**config.mk**
```make
export PLATFORM = sky130hd
export DESIGN_NAME = fsm_moore_tx_flat
export DESIGN_NICKNAME = d
export VERILOG_FILES = /design/src/rtl/fsm_moore_tx_if.sv /design/src/rtl/fsm_moore_tx.sv /design/src/flat_wrapper.sv
export SDC_FILE = /design/constraint.sdc
export NUM_CORES = 1
export LEC_CHECK = 0
export ABC_AREA = 0
export BUFFER_PORTS_ARGS = -buffer_cell sky130_fd_sc_hd__buf_2
export CAP_MARGIN = 5
export CORE_MARGIN = 2
export CORE_UTILIZATION = 42
export DETAILED_ROUTE_END_ITERATION = 10
export MAX_ROUTING_LAYER = met4
export PLACE_DENSITY = 0.57
export SETUP_SLACK_MARGIN = 0.15
export SLEW_MARGIN = 20
export SYNTH_ARGS = -nofsm -noshare
export SYNTH_HDL_FRONTEND = slang
export SYNTH_SLANG_ARGS = --single-unit
```
**constraint.sdc**
```tcl
create_clock -name clk -period 2.5 [get_ports clk]
set_input_delay 0.5 -clock clk [delete_from_list [all_inputs] [get_ports clk]]
set_output_delay 0.5 -clock clk [all_outputs]
set_load 0.02 [all_outputs]
```
**src/rtl/fsm_moore_tx_if.sv**
```systemverilog
// Pin bundle between the pushbutton sequence transmitter and whatever drives it.
// The board-level names (boton, ledSecuencia, ledPasos) are kept as they are.
interface fsm_moore_tx_if;
    logic       boton;
    logic [3:0] pattern;
    logic       ledSecuencia;
    logic [3:0] ledPasos;
    logic       busy;
    logic       done;

    modport master (
        output boton, pattern,
        input  ledSecuencia, ledPasos, busy, done
    );

    modport slave (
        input  boton, pattern,
        output ledSecuencia, ledPasos, busy, done
    );
endinterface

```
**src/rtl/fsm_moore_tx.sv**
```systemverilog
// Debounced pushbutton starts a 4-bit MSB-first transmission on an LED.
// Each bit, and a trailing DONE step, is held for BIT_DIV clocks.
module fsm_moore_tx #(
    parameter int DEB_DIV = 131072,
    parameter int BIT_DIV = 8388608
) (
    input  logic           clk,
    input  logic           rst_n,
    fsm_moore_tx_if.slave  bus
);
    localparam int DW = (DEB_DIV > 1) ? $clog2(DEB_DIV) : 1;
    localparam int BW = (BIT_DIV > 1) ? $clog2(BIT_DIV) : 1;

    typedef enum logic [2:0] {
        IDLE = 3'd0,
        B3   = 3'd1,
        B2   = 3'd2,
        B1   = 3'd3,
        B0   = 3'd4,
        DONE = 3'd5
    } state_t;

    logic [DW-1:0] deb_cnt;
    logic          deb_tick;
    logic          d1, d2, btn_db, btn_db_prev, start_edge;
    logic [BW-1:0] bit_cnt;
    logic          bit_tick;
    state_t        state, state_nx;
    logic [3:0]    pat_q, pat_nx;
    logic          led_q, led_nx;
    logic [3:0]    pasos_q, pasos_nx;
    logic          busy_q, busy_nx;
    logic          done_q, done_nx;

    assign deb_tick = (deb_cnt == DW'(DEB_DIV - 1));

    always_ff @(posedge clk) begin
        if (!rst_n) begin
            deb_cnt     <= '0;
            d1          <= 1'b0;
            d2          <= 1'b0;
            btn_db      <= 1'b0;
            btn_db_prev <= 1'b0;
            start_edge  <= 1'b0;
        end else begin
            deb_cnt <= deb_tick ? '0 : deb_cnt + 1'b1;
            if (deb_tick) begin
                d1 <= bus.boton;
                d2 <= d1;
            end
            btn_db      <= d1 & d2;
            btn_db_prev <= btn_db;
            start_edge  <= btn_db & ~btn_db_prev;
        end
    end

    // Counter idles at zero, so the first bit period starts cleanly on acceptance.
    assign bit_tick = (state != IDLE) && (bit_cnt == BW'(BIT_DIV - 1));

    always_ff @(posedge clk) begin
        if (!rst_n)
            bit_cnt <= '0;
        else if (state == IDLE || bit_tick)
            bit_cnt <= '0;
        else
            bit_cnt <= bit_cnt + 1'b1;
    end

    always_comb begin
        state_nx = state;
        pat_nx   = pat_q;
        case (state)
            IDLE: if (start_edge) begin
                state_nx = B3;
                pat_nx   = bus.pattern;
            end
            B3:      if (bit_tick) state_nx = B2;
            B2:      if (bit_tick) state_nx = B1;
            B1:      if (bit_tick) state_nx = B0;
            B0:      if (bit_tick) state_nx = DONE;
            DONE:    if (bit_tick) state_nx = IDLE;
            default: state_nx = IDLE;
        endcase

        // Outputs are a pure decode of the upcoming state, registered alongside it.
        led_nx   = 1'b0;
        pasos_nx = 4'b0000;
        busy_nx  = 1'b0;
        done_nx  = 1'b0;
        case (state_nx)
            B3:   begin led_nx = pat_nx[3]; pasos_nx = 4'b1000; busy_nx = 1'b1; end
            B2:   begin led_nx = pat_nx[2]; pasos_nx = 4'b0100; busy_nx = 1'b1; end
            B1:   begin led_nx = pat_nx[1]; pasos_nx = 4'b0010; busy_nx = 1'b1; end
            B0:   begin led_nx = pat_nx[0]; pasos_nx = 4'b0001; busy_nx = 1'b1; end
            DONE: begin pasos_nx = 4'b1111; busy_nx = 1'b1; done_nx = 1'b1; end
            default: ;
        endcase
    end

    always_ff @(posedge clk) begin
        if (!rst_n) begin
            state   <= IDLE;
            pat_q   <= 4'b0000;
            led_q   <= 1'b0;
            pasos_q <= 4'b0000;
            busy_q  <= 1'b0;
            done_q  <= 1'b0;
        end else begin
            state   <= state_nx;
            pat_q   <= pat_nx;
            led_q   <= led_nx;
            pasos_q <= pasos_nx;
            busy_q  <= busy_nx;
            done_q  <= done_nx;
        end
    end

    assign bus.ledSecuencia = led_q;
    assign bus.ledPasos     = pasos_q;
    assign bus.busy         = busy_q;
    assign bus.done         = done_q;
endmodule

```
**src/flat_wrapper.sv**
```systemverilog
// flat-port wrapper written by rule: the top's interface ports become plain ports
module fsm_moore_tx_flat 
#(
    parameter int DEB_DIV = 131072,
    parameter int BIT_DIV = 8388608
)
  (clk, rst_n, bus_boton, bus_pattern, bus_ledSecuencia, bus_ledPasos, bus_busy, bus_done);
  fsm_moore_tx_if bus_i ();
  input  logic clk;
  input  logic rst_n;
  input wire logic [$bits(bus_i.boton)-1:0] bus_boton;
  input wire logic [$bits(bus_i.pattern)-1:0] bus_pattern;
  output wire logic [$bits(bus_i.ledSecuencia)-1:0] bus_ledSecuencia;
  output wire logic [$bits(bus_i.ledPasos)-1:0] bus_ledPasos;
  output wire logic [$bits(bus_i.busy)-1:0] bus_busy;
  output wire logic [$bits(bus_i.done)-1:0] bus_done;
  assign bus_i.boton = bus_boton;
  assign bus_i.pattern = bus_pattern;
  assign bus_ledSecuencia = bus_i.ledSecuencia;
  assign bus_ledPasos = bus_i.ledPasos;
  assign bus_busy = bus_i.busy;
  assign bus_done = bus_i.done;
  fsm_moore_tx #(.DEB_DIV(DEB_DIV), .BIT_DIV(BIT_DIV)) u_core (.clk(clk), .rst_n(rst_n), .bus(bus_i));
endmodule
```
==> results.cfg <==
[run_status]
status = finished clean

[timing]
rsz0062_at_grt = false
finalWorstPathRequiredPeriod_ns = 2.14
setup_violations = 0
finalClockSkew_ns = 0.00727
hold_viol = 0
slew_headroom = 0.622
fin_crit_sh = 0.856
setup_tns_ns = 0
final_max_slew_viol_count = 0
tightestPinTransition_ns = 0.563
timing.fmax_ghz = 0.468

[yosys]
synth_edf_count = 0
synth_top_flop_cell = dfxtp_1
yosys.area_share.adder = 0.0140
yosysTopAreaCellShare = 0.440
ys_warn_count = 0
syn-num-nets = 297
syn-cell-area_um2 = 2680
synth_top_family_by_area = simple AND/OR/NAND/NOR gates
netlist_instances = 287
ys_async_sr_fraction = 0
ys_types = 47
synthXorXnorAreaFrac = 0.111
synthTopCellsByArea = dfxtp_1 (44%), nor2_1 (6.2%), xnor2_1 (5.6%)
synth_compound_area_frac = 0.0676
seq_area_frac_synth = 0.440
synth_top_cell_by_area = dfxtp_1
synthSimpleGateAreaFrac = 0.307
avgSynthCellArea_um2 = 9.35
synthMuxAreaShare = 0.0224
synth_seq_cells = 59

[setup_path]
end_kind = flip-flop
reg2regPathDepth = 8
worstPathRequired_ns = 2.73
critical_path.cell_chain = and4_1 > nand4_2 > or3_1 > nor3_1 > ha_1 > nand2b_1 > buf_4 > nor2_1
start_kind = flip-flop
r2r_start = u_core.deb_cnt[3]
worst-r2r-setup-slack_ns = 0.36
path_max_fanout = 17
critPathKind = reg2reg
reg2reg_to = u_core.deb_cnt[3]
cpPeakStageDelay_ns = 0.40
critPathSlowestCell = dfxtp_1
cp-startpoint = u_core.deb_cnt[3]
cp.arrival_ns = 2.36

[floorplan]
pin_count = 14
chipHeight_um = 83.9
core_um2 = 6280
die_x_um = 83.9
start_util = 0.427
fp-row-count = 29
die-area_um2 = 7040

[clocking]
numCtsBuffers = 9
path_clk_slew_ns = 0.07
clockBufferDepth = 2
post_cts_resized = 0
tritoncts = yes
insertion_delay_ns = 0.34
post_cts_buffers = 0
cts-root-buf = clkbuf_8
htree_levels = 3
cts_hold_buf = 0
clock-sinks = 59

[drt]
num_vias = 1914
routedWlPerCell_um = 12.2
drt_iter0_drc = 82
drt_first_pass_iters = 4
routed_wl_um = 4700
ant_nets = 0
remaining_drc_errors = 0
vias_per_cell = 4.97

[placement]
placed_area_um2 = 2800
io_buffers = 13
hpwl_um = 3210
gp_congestion = 0.820

[global_route]
grt_pass1_wl_um = 8190
gr-total-overflow = 0
grt_use_met1 = 0.193
grt_pass1_vias = 1793
grtUsageMet3 = 0.0386
grt_use_met2 = 0.214
grt_use_total = 0.151
busiest_layer = met2
antenna_found_initial = 0
grt_max_degree = 24

[hold_path]
worstHoldStart = u_core.btn_db_prev
holdCritPathClass = reg2reg
hold_end = u_core.start_edge
hold_depth = 1

[job]
drv_cap = 0

[pwr]
p_leak_nw = 1.09
p_per_area_nw_per_um2 = 649
ir_drop_v = 0.000356

[layout]
stdcell_area_um2 = 3030
fin_nets = 313
layout_common_cells = dfxtp_1 (59), nor2_1 (44), nand3_1 (17), xnor2_1 (17), xor2_1 (17)
final_common_cell = dfxtp_1
drive_gt1_frac = 0.162
syn2layout_area_growth_pct = 12.8
antenna_cells = 0
[cell usage after synthesis (2+ instances only)]
library cell   n
and4_4         2
nand2_1       12
o21bai_1       2
a211oi_1       2
buf_2          3
nor3b_1        2
or3_1          3
nand4_1        6
and4_2         2
and2_1         5
and2_2         2
ha_1           3
clkbuf_1       3
and4_1         5
nor2b_1        7
nand2b_1       2
o21a_1         2
o211ai_1       2
nor2_1        44
nor4_1         5
a21oi_1        7
inv_1          9
xor2_1        17
mux2i_1        6
and3_1         7
nor3_1         7
dfxtp_1       59
nand4_2        2
nand3_1       17
xnor2_1       17
nand4_4        2
o21ai_0        5
buf_4          4
[power by group]
group / leakage, nW / total [mW] / switching (mW) / internal (mW)
Clock: 0.119 / 0.989 / 0.379 / 0.610
Combinational: 0.495 / 0.0252 / 0.0148 / 0.0103
Sequential: 0.476 / 0.948 / 0.00413 / 0.944
[flip-flops by register name, summed over array words and instances (netlist names)]
name and count:
u_core.bit_cnt 23, u_core.deb_cnt 17, u_core.bus.ledPasos 4, u_core.pat_q 4
u_core.state 3, u_core.btn_db 1, u_core.btn_db_prev 1, u_core.bus.busy 1
u_core.bus.done 1, u_core.bus.ledSecuencia 1, u_core.d1 1, u_core.d2 1
u_core.start_edge 1
[cell families (layout without fill, tap and decap cells)]
logic type,count (synthesis),after routing
fa+ha+maj,3,3
compound gates,26,26
flops,59,59
xor+xnor,34,34
buf+inv,20,41
simple gates,139,139
mux,6,6
[critical path: cells and delay by family, from the launching register on]
family	cells	cell delay [ns]
buf+inv	1	0.21
flops	1	0.40
simple gates	6	1.17
fa+ha+maj	1	0.24
[per-stage QoR]
stage / hold WS [ns] / total power [mW] / std cells / util / worst slack (ns)
after floorplan: 0.367 / 0.985 / 287 / - / 0.204
after global placement: 0.371 / 0.994 / 369 / 0.446 / 0.408
after detailed placement: 0.383 / 0.994 / 369 / 0.446 / 0.351
after CTS: 0.393 / 1.99 / 385 / 0.482 / 0.336
after global routing: 0.412 / 2.02 / 385 / 0.482 / 0.154
final: 0.391 / 1.96 / 385 / 0.482 / 0.361
[how the worst max path moves through the flow]
stage                               to  cells past startpoint
CTS                  u_core.deb_cnt[3]                      8
finish               u_core.deb_cnt[3]                      8
detailed placement   u_core.deb_cnt[3]                      8
global placement    u_core.deb_cnt[14]                      8
floorplan           u_core.deb_cnt[11]                      9
global route         u_core.deb_cnt[5]                      8
[layout make-up]
class / instances / area, um^2
tap: 77 / 96.3
clock inverter: 5 / 75.1
sequential: 59 / 1180
fill: 600 / 3250
multi-input combinational: 208 / 1400
inverter: 9 / 33.8
timing repair buffer: 16 / 87.6
clock buffer: 11 / 151
[routing by layer]
metal	vias to the layer above	part of all wire
li1	1029	-
met1	852	0.52
met2	23	0.42
met3	10	0.030
met4	0	0.026
met5	-	0
Note: power is estimated with default switching activity, not from simulation.
